$ cat src/rtl/pipe_stage_reg.sv
// Pipeline stage register with valid/ready handshake, flush and a saturating stall counter.
// Define PIPE_SKID_EN to add a skid entry that makes in_ready a registered signal.
module pipe_stage_reg #(
  parameter int CTRL_W = 5,
  parameter int DATA_W = 107,
  parameter int CNT_W  = 16
) (
  input  logic              clk,
  input  logic              rst,
  input  logic              in_valid,
  output logic              in_ready,
  input  logic [CTRL_W-1:0] in_ctrl,
  input  logic [DATA_W-1:0] in_data,
  input  logic              flush,
  output logic              out_valid,
  input  logic              out_ready,
  output logic [CTRL_W-1:0] out_ctrl,
  output logic [DATA_W-1:0] out_data,
  output logic [CNT_W-1:0]  stall_cnt
);

  logic [CTRL_W-1:0] out_ctrl_q, out_ctrl_d;
  logic [DATA_W-1:0] out_data_q, out_data_d;
  logic [CNT_W-1:0]  stall_cnt_q, stall_cnt_d;
  logic              valid_now;
  logic              accept;

`ifdef PIPE_SKID_EN
  typedef enum logic [1:0] {EMPTY, FULL, SKID} state_e;

  state_e            state_q, state_d;
  logic              in_ready_q, in_ready_d;
  logic [CTRL_W-1:0] skid_ctrl_q, skid_ctrl_d;
  logic [DATA_W-1:0] skid_data_q, skid_data_d;

  assign valid_now = (state_q != EMPTY);
  assign in_ready  = in_ready_q;
  assign accept    = in_valid && in_ready_q;

  always_comb begin
    state_d     = state_q;
    out_ctrl_d  = out_ctrl_q;
    out_data_d  = out_data_q;
    skid_ctrl_d = skid_ctrl_q;
    skid_data_d = skid_data_q;
    if (flush) begin
      state_d     = EMPTY;
      out_ctrl_d  = '0;
      skid_ctrl_d = '0;
      skid_data_d = '0;
    end else begin
      case (state_q)
        EMPTY: begin
          if (accept) begin
            state_d    = FULL;
            out_ctrl_d = in_ctrl;
            out_data_d = in_data;
          end
        end
        FULL: begin
          if (accept && out_ready) begin
            out_ctrl_d = in_ctrl;
            out_data_d = in_data;
          end else if (accept) begin
            state_d     = SKID;
            skid_ctrl_d = in_ctrl;
            skid_data_d = in_data;
          end else if (out_ready) begin
            state_d    = EMPTY;
            out_ctrl_d = '0;
          end
        end
        SKID: begin
          // The held skid beat becomes the head; upstream reopens one cycle later.
          if (out_ready) begin
            state_d     = FULL;
            out_ctrl_d  = skid_ctrl_q;
            out_data_d  = skid_data_q;
            skid_ctrl_d = '0;
          end
        end
        default: state_d = EMPTY;
      endcase
    end
    in_ready_d = (state_d != SKID);
  end

  always_ff @(posedge clk) begin
    if (rst) begin
      state_q     <= EMPTY;
      in_ready_q  <= 1'b1;
      skid_ctrl_q <= '0;
      skid_data_q <= '0;
    end else begin
      state_q     <= state_d;
      in_ready_q  <= in_ready_d;
      skid_ctrl_q <= skid_ctrl_d;
      skid_data_q <= skid_data_d;
    end
  end
`else
  logic out_valid_q, out_valid_d;

  assign valid_now = out_valid_q;
  assign in_ready  = !out_valid_q || out_ready;
  assign accept    = in_valid && in_ready;

  always_comb begin
    out_valid_d = out_valid_q;
    out_ctrl_d  = out_ctrl_q;
    out_data_d  = out_data_q;
    if (flush) begin
      out_valid_d = 1'b0;
      out_ctrl_d  = '0;
    end else if (accept) begin
      out_valid_d = 1'b1;
      out_ctrl_d  = in_ctrl;
      out_data_d  = in_data;
    end else if (out_valid_q && out_ready) begin
      out_valid_d = 1'b0;
      out_ctrl_d  = '0;
    end
  end

  always_ff @(posedge clk) begin
    if (rst) out_valid_q <= 1'b0;
    else     out_valid_q <= out_valid_d;
  end
`endif

  always_comb begin
    stall_cnt_d = stall_cnt_q;
    if (valid_now && !out_ready && !flush && (stall_cnt_q != {CNT_W{1'b1}}))
      stall_cnt_d = stall_cnt_q + 1'b1;
  end

  always_ff @(posedge clk) begin
    if (rst) begin
      out_ctrl_q  <= '0;
      out_data_q  <= '0;
      stall_cnt_q <= '0;
    end else begin
      out_ctrl_q  <= out_ctrl_d;
      out_data_q  <= out_data_d;
      stall_cnt_q <= stall_cnt_d;
    end
  end

  assign out_valid = valid_now;
  assign out_ctrl  = out_ctrl_q;
  assign out_data  = out_data_q;
  assign stall_cnt = stall_cnt_q;

endmodule
$ cat config.mk
export PLATFORM = sky130hd
export DESIGN_NAME = pipe_stage_reg
export DESIGN_NICKNAME = d
export VERILOG_FILES = /design/src/rtl/pipe_stage_reg.sv
export SDC_FILE = /design/constraint.sdc
export NUM_CORES = 1
export LEC_CHECK = 0
export BUFFER_PORTS_ARGS = -buffer_cell sky130_fd_sc_hd__clkbuf_2
export CORE_UTILIZATION = 42
export CTS_BUF_LIST = sky130_fd_sc_hd__clkbuf_4
export CTS_CLUSTER_DIAMETER = 200
export DETAILED_ROUTE_END_ITERATION = 6
export PLACE_DENSITY_LB_ADDON = 0.08
export RECOVER_POWER = 100
export SYNTH_ARGS = -nofsm -noshare
export SYNTH_HDL_FRONTEND = slang
export SYNTH_SLANG_ARGS = --single-unit
$ cat constraint.sdc
create_clock -name clk -period 1.6 [get_ports clk]
set_input_delay 0.32 -clock clk [delete_from_list [all_inputs] [get_ports clk]]
set_output_delay 0.32 -clock clk [all_outputs]
set_load 0.01 [all_outputs]
==> reports/results.ini <==
[run_status]
run_status = finished with violations
violations = negative setup slack

[yosys]
synthMuxAreaShare_pct = 0.479
synth_top_area_cell = dfxtp_1
ys_warn_count = 0
avgSynthCellArea_um2 = 8.01
synth-seq-cells = 129
synth-adder-area-share_pct = 0.266
synth-simple-area-share_pct = 24.7
synth_compound_area_share_pct = 15.8
yosys.cell_types.count = 30
syn_inst = 587
ys_top_cells_by_area = dfxtp_1 (55%), nand2_1 (17%), a21oi_1 (13%)
synth_top_area_share_pct = 54.9
syn_nets = 705
synth_xor_xnor_area_share_pct = 0
synth_top_family_by_area = simple AND/OR/NAND/NOR gates
synth_area_um2 = 4700
yosysSeqAreaShare_pct = 54.9

[power_and_ir_drop]
intPower_uw = 4790
vdd_ir_drop_max_uv = 556
sw_frac_of_total_pct = 25.9
finalPower_uw = 6460
p_switching_uw = 1670
cellLeakagePower_uw = 0.00361
pwr-share-seq_pct = 52.6
power_frac_comb_pct = 15.6
pwr-share-clk_pct = 31.8
power.density_nw_per_um2 = 804

[place]
place.gp.congestion = 0.831
dp_slack_ps = -146
io_buffer_count = 246
place_hpwl_um = 9530
dpl_cell_area_um2 = 6310
dp.cells = 967

[global_routing]
use_met1_pct = 28.1
grt_util_met3_pct = 7.87
grt_max_degree = 75
grt_pass1_wl_um = 23500
grt_pass1_vias = 5198
top_usage_layer = met2
antenna_found_initial = 0
track_usage_pct = 26.0
met2_usage_pct = 45.5
overflow = 0

[timing]
worst_slew_pin_slew_ps = 570
slew_headroom_pct = 61.6
rsz0062_at_grt = true
setup_slack_ps = -58.1
fin_crit_sh_pct = 104
finalHoldViolations = 0
min_period_ps = 1660
fmax_mhz = 603
setup_viol_count_final = 73
timing.hold.ws_ps = 41.6
fin_skew_ps = 18.9
maxSlewViolCount = 0

[floorplanning]
die_area_um2 = 11600
die_x_um = 108
ios = 247
placementRows = 38
start_util_pct = 43.2
die_h_um = 108
coreArea_um2 = 10900

[detailed_routing]
drc = 0
vias_per_cell = 5.00
drtIter0Drc = 310
wl_per_cell_um = 14.8
ant_nets = 0
via_count = 5606
wirelength_um = 16600
drt_pass1_iterations = 5

[critical_path]
r2r_start = stall_cnt[1]
crit_path_start_kind = flip-flop
ff2ff_path_depth = 6
cp_max_fo = 8
worstPathRequired_ps = 2060
r2r_end = stall_cnt[15]
path_class = reg2reg
setup.worst_path.end_class = flip-flop
worstPathArrival_ps = 2120
rrSetupSlack_ps = -60

[clock_tree]
path_clk_slew_ps = 110
cts_buffers = 17
worstSkewPairLatency_ps = 540
clk_path_buf_depth = 2
cts-root-buf = clkbuf_4
ctsHtreeMaxLevel = 4
tritoncts = yes
clock_sinks = 129

[cells_and_area]
drive_gt1_share_pct = 37.3
mostFrequentLayoutCell = clkbuf_2
area_growth_pct = 70.9
antenna_cells = 0
multi_input_area_um2 = 2090
final_cell_mix = clkbuf_2 (243), nand2_1 (217), dfxtp_1 (116)
fillers = 806
regArea_um2 = 2610
final_nets = 1089
fin_cells = 1122
final_area_um2 = 8040

[min_path]
min_from = in_ctrl[3]
hold_path.class = in2reg
whs_path_depth = 3
hold_end = out_ctrl[3]

[job]
maxCapViolCount = 0

## worst max-delay path, stage by stage (launching register included)
cell	delay, ps
dfxtp_4	380
ha_4	170
nand4_1	130
nor4_4	80
buf_4	160
or4_1	500
a21oi_1	160
## cell usage after synthesis
| cell type | count |
|---|---|
| o31ai_1 | 9 |
| nor3_1 | 4 |
| or3_1 | 5 |
| nor4_2 | 2 |
| nor2_1 | 10 |
| and2_1 | 1 |
| dfxtp_1 | 129 |
| nand4_1 | 3 |
| nor4bb_1 | 1 |
| nand4bb_1 | 1 |
| buf_2 | 9 |
| mux2_2 | 2 |
| or2_2 | 1 |
| and4_1 | 2 |
| a22oi_1 | 5 |
| nor3b_1 | 1 |
| nand4_4 | 1 |
| or4_1 | 9 |
| nor2b_1 | 3 |
| nand3b_1 | 1 |
| inv_1 | 4 |
| o311a_1 | 1 |
| nand2_1 | 218 |
| a21oi_1 | 121 |
| o21ai_0 | 4 |
| ha_1 | 1 |
| nor4_1 | 1 |
| nand3_1 | 5 |
| clkbuf_1 | 32 |
| nand2b_1 | 1 |
## per-layer routing
layer	up-vias	part of all wire, %	wire, um
li1	2735	-	-
met1	2584	38	6310
met2	235	51	8510
met3	52	7.3	1210
met4	0	3.3	544
met5	-	0	0
## state kept, by name, indices dropped and copies added, names as in the netlist
register,flops
out_valid,1
out_data,107
out_ctrl,5
stall_cnt,16
## power groups by stage
stage / clock [uW] / sequential [uW] / combinational (uW)
after global routing: 2240 / 3420 / 1090
after CTS: 2100 / 3400 / 925
final: 2050 / 3400 / 1010
after detailed placement: 0 / 3470 / 703
after global placement: 0 / 3470 / 690
after floorplan: 0 / 3530 / 276
## cells by family after synthesis
logic type,Yosys count
AO/OA/AOI/OAI,140
buffers and inverters,45
flip-flops,129
multiplexers,2
AND/OR/NAND/NOR,270
adder cells (fa/ha/maj),1
## stage by stage
step                TNS (ps)  util [%]
finish                  -817      73.8
global route           -6950      73.8
CTS                    -39.7      71.1
detailed placement      -741      57.9
global placement        -389      57.9
floorplan               -103         -
## final cells by class
cell class                      count  share of cell area (%)
Multi-Input combinational cell    413                    26.1
Sequential cell                   129                    32.5
Clock inverter                     10                    1.18
Timing Repair Buffer              406                    36.1
Inverter                            4                   0.187
Tap cell                          140                    2.18
Clock buffer                       20                    1.87
## timing repair
item,CTS,global route
gates resized for setup,14,40
gates cloned,1,5
endpoints found under the hold margin,109,0
pin swaps,3,12
setup endpoints to repair,9,122
hold buffers,109,0
setup buffers,6,4
## worst max path at each step
| stage | start | endpoint | slack [ps] | depth (start not counted) |
|---|---|---|---|---|
| 6_report | stall_cnt[1] | stall_cnt[15] | -60 | 6 |
| 4_1_cts | out_valid | in_ready | -40 | 4 |
| 3_3_place_gp | out_ready | stall_cnt[13] | -90 | 6 |
| 5_1_grt | stall_cnt[1] | stall_cnt[15] | -120 | 6 |
| 2_1_floorplan | stall_cnt[6] | stall_cnt[14] | -60 | 4 |
| 3_5_place_dp | out_ready | stall_cnt[13] | -150 | 6 |
Power figures use the tool's default switching activity.
